===== config.mk =====
export PLATFORM = sky130hd
export DESIGN_NAME = shift_add_mul_seq
export DESIGN_NICKNAME = d
export VERILOG_FILES = /design/src/rtl/shift_add_mul_pkg.sv /design/src/rtl/shift_add_mul_dp.sv /design/src/rtl/shift_add_mul_seq.sv
export SDC_FILE = /design/constraint.sdc
export NUM_CORES = 1
export LEC_CHECK = 0
export CAP_MARGIN = 20
export CELL_PAD_IN_SITES_DETAIL_PLACEMENT = 0
export CELL_PAD_IN_SITES_GLOBAL_PLACEMENT = 1
export CORE_MARGIN = 1
export CORE_UTILIZATION = 34
export CTS_CLUSTER_DIAMETER = 60
export DETAILED_ROUTE_END_ITERATION = 8
export PLACE_DENSITY = 0.78
export RECOVER_POWER = 100
export SYNTH_ARGS = -nofsm -noshare
export SYNTH_HDL_FRONTEND = slang
export SYNTH_SLANG_ARGS = --single-unit

===== constraint.sdc =====
create_clock -name clock -period 2.8 [get_ports clock]
set_input_delay 0.28 -clock clock [delete_from_list [all_inputs] [get_ports clock]]
set_output_delay 0.28 -clock clock [all_outputs]
set_load 0.05 [all_outputs]

===== src/rtl/shift_add_mul_pkg.sv =====
// Shared types and helpers for the shift-add multiply / multiply-accumulate sequencer.
package shift_add_mul_pkg;

    // Sequencer states: waiting for a request, iterating, holding the result.
    typedef enum logic [1:0] {
        IDLE = 2'd0,
        ITER = 2'd1,
        DONE = 2'd2
    } state_t;

    // Request opcodes.
    localparam logic OP_MUL = 1'b0;
    localparam logic OP_MAC = 1'b1;

    // Width of the step counter: it only has to reach W-1.
    // Clamped to one bit so the counter never collapses to zero width.
    function automatic int cnt_w(input int w);
        return (w <= 2) ? 1 : $clog2(w);
    endfunction

endpackage


===== src/rtl/shift_add_mul_dp.sv =====
// Private datapath: Acc / MQ / DR registers, conditional adder and the
// combined right shift of {carry, Acc, MQ}. One iteration per asserted step.
module shift_add_mul_dp
    import shift_add_mul_pkg::*;
#(
    parameter int W = 8
) (
    input  logic           clock,
    input  logic           reset,
    input  logic           load,
    input  logic           step,
    input  logic           load_op,
    input  logic [W-1:0]   load_a,
    input  logic [W-1:0]   load_b,
    input  logic [W-1:0]   load_c,
    output logic [2*W-1:0] prod
);

    logic [W-1:0] acc_reg;
    logic [W-1:0] mq_reg;
    logic [W-1:0] dr_reg;
    logic [W-1:0] addend;
    logic [W:0]   sum;

    // The multiplicand is added only when the current multiplier bit is set.
    for (genvar gi = 0; gi < W; gi++) begin : g_addend
        assign addend[gi] = dr_reg[gi] & mq_reg[0];
    end

    // W+1 bits so the carry is kept; it becomes the new Acc MSB after the shift.
    assign sum = {1'b0, acc_reg} + {1'b0, addend};

    // Operand load on acceptance, otherwise one add-and-shift per step.
    always_ff @(posedge clock) begin
        if (reset) begin
            acc_reg <= '0;
            mq_reg  <= '0;
            dr_reg  <= '0;
        end else if (load) begin
            dr_reg  <= load_a;
            mq_reg  <= load_b;
            // MAC seeds Acc with the addend; after W shifts it lands in the low half.
            acc_reg <= (load_op == OP_MAC) ? load_c : '0;
        end else if (step) begin
            acc_reg <= sum[W:1];
            mq_reg  <= {sum[0], mq_reg[W-1:1]};
        end
    end

    // The result is the register pair itself, so it holds between operations.
    assign prod = {acc_reg, mq_reg};

endmodule


===== src/rtl/shift_add_mul_seq.sv =====
// Sequencer for multi-cycle unsigned multiply / multiply-accumulate.
// Owns the FSM, step counter and both valid/ready handshakes; the arithmetic
// lives in shift_add_mul_dp. Fixed latency of W iterations, no early exit.
module shift_add_mul_seq
    import shift_add_mul_pkg::*;
#(
    parameter int W = 8
) (
    input  logic           clock,
    input  logic           reset,
    input  logic           req_valid,
    output logic           req_ready,
    input  logic           req_op,
    input  logic [W-1:0]   req_a,
    input  logic [W-1:0]   req_b,
    input  logic [W-1:0]   req_c,
    output logic           rsp_valid,
    input  logic           rsp_ready,
    output logic [2*W-1:0] rsp_prod,
    output logic           busy
);

    localparam int             CW       = cnt_w(W);
    localparam logic [CW-1:0]  CNT_LAST = CW'(W - 1);

    state_t        state_reg;
    state_t        state_next;
    logic [CW-1:0] cnt_reg;
    logic          load;
    logic          step;
    logic          last_step;

    assign last_step = (cnt_reg == CNT_LAST);

    // State register.
    always_ff @(posedge clock) begin
        if (reset) begin
            state_reg <= IDLE;
        end else begin
            state_reg <= state_next;
        end
    end

    // Next-state logic: accept in IDLE, W steps in ITER, wait for the consumer in DONE.
    always_comb begin
        state_next = state_reg;
        case (state_reg)
            IDLE:    if (req_valid) state_next = ITER;
            ITER:    if (last_step) state_next = DONE;
            DONE:    if (rsp_ready) state_next = IDLE;
            default: state_next = IDLE;
        endcase
    end

    // Outputs and datapath controls decoded from the current state.
    always_comb begin
        req_ready = (state_reg == IDLE);
        rsp_valid = (state_reg == DONE);
        busy      = (state_reg != IDLE);
        load      = (state_reg == IDLE) && req_valid;
        step      = (state_reg == ITER);
    end

    // Step counter; it stops at W-1 on the final step instead of wrapping.
    always_ff @(posedge clock) begin
        if (reset) begin
            cnt_reg <= '0;
        end else if (load) begin
            cnt_reg <= '0;
        end else if (step && !last_step) begin
            cnt_reg <= cnt_reg + CW'(1);
        end
    end

    shift_add_mul_dp #(
        .W (W)
    ) u_dp (
        .clock   (clock),
        .reset   (reset),
        .load    (load),
        .step    (step),
        .load_op (req_op),
        .load_a  (req_a),
        .load_b  (req_b),
        .load_c  (req_c),
        .prod    (rsp_prod)
    );

endmodule


# Word-level counts from Yosys, hierarchy flattened
# Index checks and enable logic that the tools add are counted.
# word_totals
register_bits	29
latch_bits	0
mem_bits_rw	0
rom_bits	0
input_bits	29
output_inout_bits	19
word_cells	38
mem_count	0
# op_classes
n_addsub	2
n_mul	0
n_div	0
order_cmp	0
eq_ne	6
shift	0
muxes	9
n_bitwise	8
reduce_logical	8
# op_table
operator	n
2-to-1 mux 8 bit	5
adder 8 x 8 -> 9 bit	1
bitwise AND 1 bit	8
2-to-1 mux 2 bit	3
one-hot mux 2 bit (3 select lines)	1
inequality test 2 x 1 -> 1 bit (second input constant)	2
nonzero test 2 bit	2
adder 3 x 1 -> 3 bit (second input constant)	1
equality test 3 bit (second input constant)	1
AND reduction 3 bit	1
equality test 2 x 1 -> 1 bit (second input constant)	1
equality test 2 bit (second input constant)	1
logical AND 1 bit	2
zero test 2 bit	1
inequality test 2 bit (second input constant)	1
OR reduction 2 bit	1
zero test 1 bit	1

# Depth between registers and ports, before layout
# Gate-level depths: netlist (run 1).
# logic_depth
depth_word	4
ltp_mapped	8
mapped_depth_nobuf	8

# Modules after synthesis
# A second synthesis (run 1) with hierarchy kept.
# hier_totals
cells_unflattened	194
area_unflattened_um2	1665.3
# by_module_without_submodules
mod	instances	cells_per_inst	area_per_inst_um2	seq_area_each_um2
shift_add_mul_dp	1	168	1410.1	480.5
shift_add_mul_seq	1	26	255.2	100.1

# Least setup slack after synthesis (run 1)
# No wires, ideal clock.
# synth_path
path_kind	register to register
start	register u_dp.mq_reg[0]
end	register u_dp.acc_reg[3]
setup_time_ns	0.115
t_arrival_ns	2.243
required_time_ns	2.685
path_slack_ns	0.442
path_stages_with_launch	9
n_path_buf	0
period_less_slack_ns	2.358
path_cell_list	dfxtp_1 > and2_1 > ha_1 > inv_1 > fa_1 > nor2b_4 > o21ai_0 > a21o_2 > a2111oi_0
# synth_between
elab_chain_len	4
word_cells_on_any_way	8
cone_classes	1 x add/sub; 2 x mux; 5 x bitwise
# synth_lines
element	line	rtl
start: declaration	shift_add_mul_dp.sv:20	logic [W-1:0] mq_reg;
start signal: assignment	shift_add_mul_dp.sv:41	mq_reg <= load_b;
start signal: assignment	shift_add_mul_dp.sv:46	mq_reg <= {sum[0], mq_reg[W-1:1]};
bitwise AND 1 bit	shift_add_mul_dp.sv:27	assign addend[gi] = dr_reg[gi] & mq_reg[0];
adder 8 x 8 -> 9 bit *	shift_add_mul_dp.sv:31	assign sum = {1'b0, acc_reg} + {1'b0, addend};
2-to-1 mux 8 bit *	shift_add_mul_dp.sv:44	end else if (step) begin
2-to-1 mux 8 bit *	shift_add_mul_dp.sv:39	end else if (load) begin
end signal: assignment	shift_add_mul_dp.sv:43	acc_reg <= (load_op == OP_MAC) ? load_c : '0;
end signal: assignment	shift_add_mul_dp.sv:45	acc_reg <= sum[W:1];
end: declaration	shift_add_mul_dp.sv:19	logic [W-1:0] acc_reg;
# Mark *: on every way between the ends. The rest lies on a longest branch, timed or not. The select of a mux whose other input is x is not followed.
# A chain may end at the register's enable or synchronous reset.

# Worst setup path in the final report (run 1)
# layout_path
start	register u_dp.mq_reg[0]
end	register u_dp.acc_reg[5]
# Same word-level chain as after synthesis.

==> results of run 1 <==
where the power goes:
group,internal (mW),leakage (nW),switching [mW]
sequential,0.442,0.238,0.0228
combinational,0.124,0.630,0.182
clock,0.194,0.0443,0.145
total,0.761,0.913,0.350
cells in the mapped netlist (3+ instances only):
cell type,count
a211oi_1,3
dfxtp_1,29
buf_2,4
nand2b_1,4
ha_1,10
a21oi_1,24
a22oi_1,9
nand2_1,33
inv_1,8
and2_1,8
clkbuf_1,8
o21ai_0,5
nor4_1,5
nor3_1,8
nor2_1,9
mux2i_1,3
critical path, cell delays in order (launching register included):
cell and delay, ns:
dfxtp_1 0.38, and2_0 0.19, ha_1 0.20, inv_1 0.07, fa_1 0.24, nor2b_4 0.05, o31a_1 0.29, or4_4 0.48
a311oi_1 0.24
final cells by class:
class	instances	area share
Clock buffer	7	0.0384
Timing Repair Buffer	52	0.225
Multi-Input combinational cell	154	0.436
Inverter	8	0.0134
Sequential cell	29	0.258
Tap cell	52	0.0290
layer usage:
metal  global-route usage  vias to the layer above
li1                     -                      827
met1                0.227                      702
met2                0.258                       37
met3               0.0563                        2
met4               0.0523                        0
met5                    0                        -
cells by family (layout without fill, tap and decap cells):
family | count (synthesis) | in the layout
AOI/OAI and AO/OA | 57 | 57
xor gates and xnor gates | 2 | 2
adders and majority gates | 11 | 11
buffers and inverters | 20 | 67
DFF | 29 | 29
muxes | 3 | 3
and+or+nand+nor | 81 | 81
metrics by stage:
step	util	power [mW]	hold slack, ns	instance area, um^2	cells
after floorplan	-	0.673	0.416	1640	203
after global routing	0.499	1.18	0.472	2250	302
after CTS	0.501	1.14	0.451	2260	302
after detailed placement	0.482	0.792	0.443	2170	295
after global placement	0.482	0.794	0.443	2170	295
final	0.499	1.11	0.448	2250	302
worst min-delay path by stage:
stage / endpoint / slack [ns] / cells after the start / from
after floorplan: u_dp.dr_reg[0]$_SDFFE_PP0P_ / 0.42 / 2 / req_a[0]
after global placement: u_dp.dr_reg[0]$_SDFFE_PP0P_ / 0.44 / 2 / u_dp.dr_reg[0]$_SDFFE_PP0P_
after detailed placement: u_dp.dr_reg[5]$_SDFFE_PP0P_ / 0.44 / 2 / u_dp.dr_reg[5]$_SDFFE_PP0P_
after CTS: u_dp.dr_reg[5]$_SDFFE_PP0P_ / 0.45 / 2 / u_dp.dr_reg[5]$_SDFFE_PP0P_
after global routing: u_dp.dr_reg[5]$_SDFFE_PP0P_ / 0.47 / 2 / u_dp.dr_reg[5]$_SDFFE_PP0P_
final: u_dp.dr_reg[2]$_SDFFE_PP0P_ / 0.45 / 2 / u_dp.dr_reg[2]$_SDFFE_PP0P_
==> flow_summary.yaml, run 1 <==
detailed_routing:
  dr_wl_met3_um: 212
  wl_met2_um: 1890
  drtIter0Drc: 151
  detail_route.first_pass.iterations: 5
  drc: 0
  routed_wl_um: 4080
  m1WireLength_um: 1960
  viasPerCell: 5.19
  wire_per_inst_um: 13.5
  dr.max_layer_used: "met4"
  vias: 1568
  ant_nets: 0
synth:
  yosysWarnings: 0
  synthMuxAreaShare: 0.0183
  synthesis.nets: 243
  async_flop_share: 0
  synth_compound_area_frac: 0.229
  avgSynthCellArea_um2: 8.09
  synth_xor_xnor_area_share: 0.0107
  synth_top_family_by_area: "simple AND/OR/NAND/NOR gates"
  syn_area_um2: 1640
  synth_seq_area_share: 0.354
  synthCells: 203
  ys_ff_latch: 29
  synth-simple-area-share: 0.252
  yosysTopAreaCell: "dfxtp_1"
  synthTopCellsByArea: "dfxtp_1, ha_1, nand2_1"
  synth_edf_count: 0
  synthFlopType: "dfxtp_1"
  synth_top_area_frac: 0.354
  ys_types: 41
  synth_fa_ha_area_frac: 0.0884
clock_network:
  ctsHoldBuffers: 0
  cts-root-buf: "clkbuf_8"
  cts_tree: "done"
  clock-sinks: 29
  clockBufferDepth: 2
  cts_setup_buffers: 0
  cts.clk_slew.worst_paths_ns: 0.06
  cts_resized: 0
  h-tree-depth: 2
  cts_made_buffers: 5
  insertion_delay_ns: 0.27
sta:
  max_slew_margin: 0.583
  maxSlewViolCount: 0
  finalSetupTns_ns: 0
  rsz0062_at_grt: "false"
  fin_worst_skew_ns: 0.00520
  min_period_ns: 2.26
  period_share: 0.806
  tightest_slew_ns: 0.624
  final_hold_viol_count: 0
  fmax_mhz: 443
  setup_viol: 0
  layout_setup_ws_ns: 0.543
die:
  rows: 24
  chipHeight_um: 71.5
  die_x_um: 71.5
  boundaryPins: 48
  fp.dieArea_um2: 5110
  core-area_um2: 4500
  initial_core_util: 0.364
layout:
  n_fill_cell: 442
  multiInputGateArea_um2: 980
  synthToLayoutAreaGrowth_pct: 36.8
  finalNetCount: 290
  final_cell_mix: "nand2_1, dfxtp_1, clkdlybuf4s50_1"
  mostFrequentLayoutCell: "nand2_1"
  drive_above_1_share: 0.0560
  n_antenna_cell: 0
  seq_area_um2: 581
placement:
  dp_hpwl_um: 3010
  pre_cts_slack_ns: 0.563
  gp_congestion: 0.845
  port_buffers: 47
power_and_ir_drop:
  p_leak_nw: 0.913
  ir_drop_mv: 0.288
  power_density_nw_per_um2: 494
critical_path:
  r2r_end: "u_dp.acc_reg[5]$_SDFFE_PP0P_"
  crit_fanout: 10
  worstPathArrival_ns: 2.44
  reg2reg_from: "u_dp.mq_reg[0]$_SDFFE_PP0P_"
  startpoint_type: "flop"
  reg2reg_slack_ns: 0.54
  crit_required_ns: 2.98
  critical_path_class: "flop to flop"
  cp-end-kind: "flop"
  cp-endpoint: "u_dp.acc_reg[5]$_SDFFE_PP0P_"
  crit_start: "u_dp.mq_reg[0]$_SDFFE_PP0P_"
  ff2ff_path_depth: 8
worst_hold_path:
  hp-class: "flop to flop"
grt:
  first_global_vias: 1423
  grt_pass1_wl_um: 6630
  grt_overflow: 0
  grt_max_degree: 22
  antenna_found_initial: 0
  track_usage: 0.169
status:
  outcome: "finished clean"
run:
  drv_cap: 0
(Power assumes the default switching activity.)
==> run 2: changes to the inputs <==
clock period = 2.2 ns   (was 2.8 ns; I/O delays follow)
==> run 2 against run 1 <==
  * Setup slack worse by 0.43 ns
  * Flip-flop and latch count unchanged
  * Routed wire length up 5.8%
  * Worst hold slack improved by 0.00070 ns
  * Total power rose by 43%
  * Die area unchanged
  * Design area grew 5.0%
  * Via count increased by 3.6%
  * Largest power group unchanged
==> flow_summary.yaml, run 2 (same netlist as run 1, synthesis figures left out) <==
sta:
  whs_ns: 0.449
  setup_viol: 0
  finalSetupTns_ns: 0
  fin_worst_skew_ns: 0.00258
  tightest_slew_ns: 0.596
  max_slew_margin: 0.603
  rsz0062_at_grt: "false"
  final_hold_viol_count: 0
  fmax_mhz: 480
  period_share: 0.946
  layout_setup_ws_ns: 0.118
  min_period_ns: 2.08
  maxSlewViolCount: 0
detailed_routing:
  vias: 1625
  wire_per_inst_um: 13.9
  ant_nets: 0
  drtIter0Drc: 52
  viasPerCell: 5.24
  routed_wl_um: 4320
  detail_route.first_pass.iterations: 4
  drc: 0
grt:
  antenna_found_initial: 0
  track_usage: 0.181
  first_global_vias: 1531
  grt_pass1_wl_um: 7220
  grt_max_degree: 20
  grt_overflow: 0
clock_network:
  clockBufferDepth: 2
  cts-root-buf: "clkbuf_8"
  cts.clk_slew.worst_paths_ns: 0.07
  insertion_delay_ns: 0.29
  cts_made_buffers: 5
  cts_tree: "done"
  clock-sinks: 29
  ctsHoldBuffers: 0
  h-tree-depth: 2
power_and_ir_drop:
  p_leak_nw: 0.955
  power_density_nw_per_um2: 671
  ir_drop_mv: 0.333
die:
  initial_core_util: 0.364
  rows: 24
  chipHeight_um: 71.5
  fp.dieArea_um2: 5110
  die_x_um: 71.5
  boundaryPins: 48
  core-area_um2: 4500
layout:
  mostFrequentLayoutCell: "nand2_1"
  final_util: 0.524
  n_antenna_cell: 0
  drive_above_1_share: 0.105
  final_cell_mix: "nand2_1, dfxtp_1, clkdlybuf4s50_1"
  synthToLayoutAreaGrowth_pct: 43.7
  finalNetCount: 297
status:
  outcome: "finished clean"
critical_path:
  crit_fanout: 7
  crit_path_cell_trace: "nor2b_1, dlygate4sd3_1"
  path_buf_inv: 1
  critical_path_class: "flop to output port"
  startpoint_type: "flop"
  crit_required_ns: 1.98
  cp-end-kind: "output port"
  crit_slowest_cell: "dlygate4sd3_1"
  crit_family: "buffers and inverters"
  worstPathArrival_ns: 1.86
  crit_path_max_incr_delay_ns: 0.90
placement:
  dp_hpwl_um: 3230
  port_buffers: 47
  gp_congestion: 0.943
  pre_cts_slack_ns: 0.0302
worst_hold_path:
  hp-class: "flop to flop"
run:
  drv_cap: 0
==> run 2: cell types whose count changed in the layout (fill, tap and decap cells not counted), moves of 2 or more <==
cell,previous run,this run
clkbuf_1,2,4
buf_4,4,8
and2_0,2,0
a2111oi_0,2,0
==> run 2: final cells by class <==
class | instances | area (um^2)
timing repair buffer | 59 | 546
multi-input combinational | 154 | 1010
tap | 52 | 65.1
clock inverter | 2 | 37.5
inverter | 8 | 32.5
fill | 451 | 2150
clock buffer | 6 | 82.6
sequential | 29 | 584
==> run 2: timing repair <==
item                                    4_1_cts  5_1_grt
gates resized for setup                       0        9
endpoints found under the setup margin        0        3
buffers inserted                              0        3
==> run 2: through the flow <==
stage          area (um^2)  power (mW)  cells
2_1_floorplan         1650       0.856    203
3_3_place_gp          2200        1.02    299
3_5_place_dp          2200        1.02    299
4_1_cts               2320        1.60    307
5_1_grt               2360        1.66    310
6_report              2360        1.58    310
==> run 2: final timing paths <==
path | startpoint | end | slack [ns] | cells after the start
worst max-delay path | state_reg[1]$_SDFFE_PP0P_ | rsp_valid | 0.12 | 2
worst max register to register | u_dp.mq_reg[0]$_SDFFE_PP0P_ | u_dp.acc_reg[3]$_SDFFE_PP0P_ | 0.12 | 9
worst min-delay path | u_dp.dr_reg[2]$_SDFFE_PP0P_ | u_dp.dr_reg[2]$_SDFFE_PP0P_ | 0.45 | 2
worst min register to register | u_dp.dr_reg[2]$_SDFFE_PP0P_ | u_dp.dr_reg[2]$_SDFFE_PP0P_ | 0.45 | 2
==> run 2: power by group <==
part | leakage [nW] | total, mW | switching, mW | internal [mW]
Clock | 0.0574 | 0.589 | 0.221 | 0.368
Sequential | 0.239 | 0.591 | 0.0288 | 0.562
Combinational | 0.658 | 0.403 | 0.239 | 0.164
Total | 0.955 | 1.58 | 0.488 | 1.09
==> run 2: worst register-to-register path, stage by stage (launching register included) <==
cell       delay (ns)
dfxtp_4          0.36
and2_4           0.16
ha_4             0.16
inv_4            0.06
fa_2             0.23
nor2b_4          0.05
o31a_1           0.28
buf_4            0.15
a21o_2           0.19
a2111oi_2        0.34
==> run 2: layer usage <==
layer,up-vias,track usage,routed length [um]
li1,842,-,-
met1,743,0.237,2050
met2,32,0.293,2020
met3,8,0.0464,187
met4,0,0.0610,58
met5,-,0,0
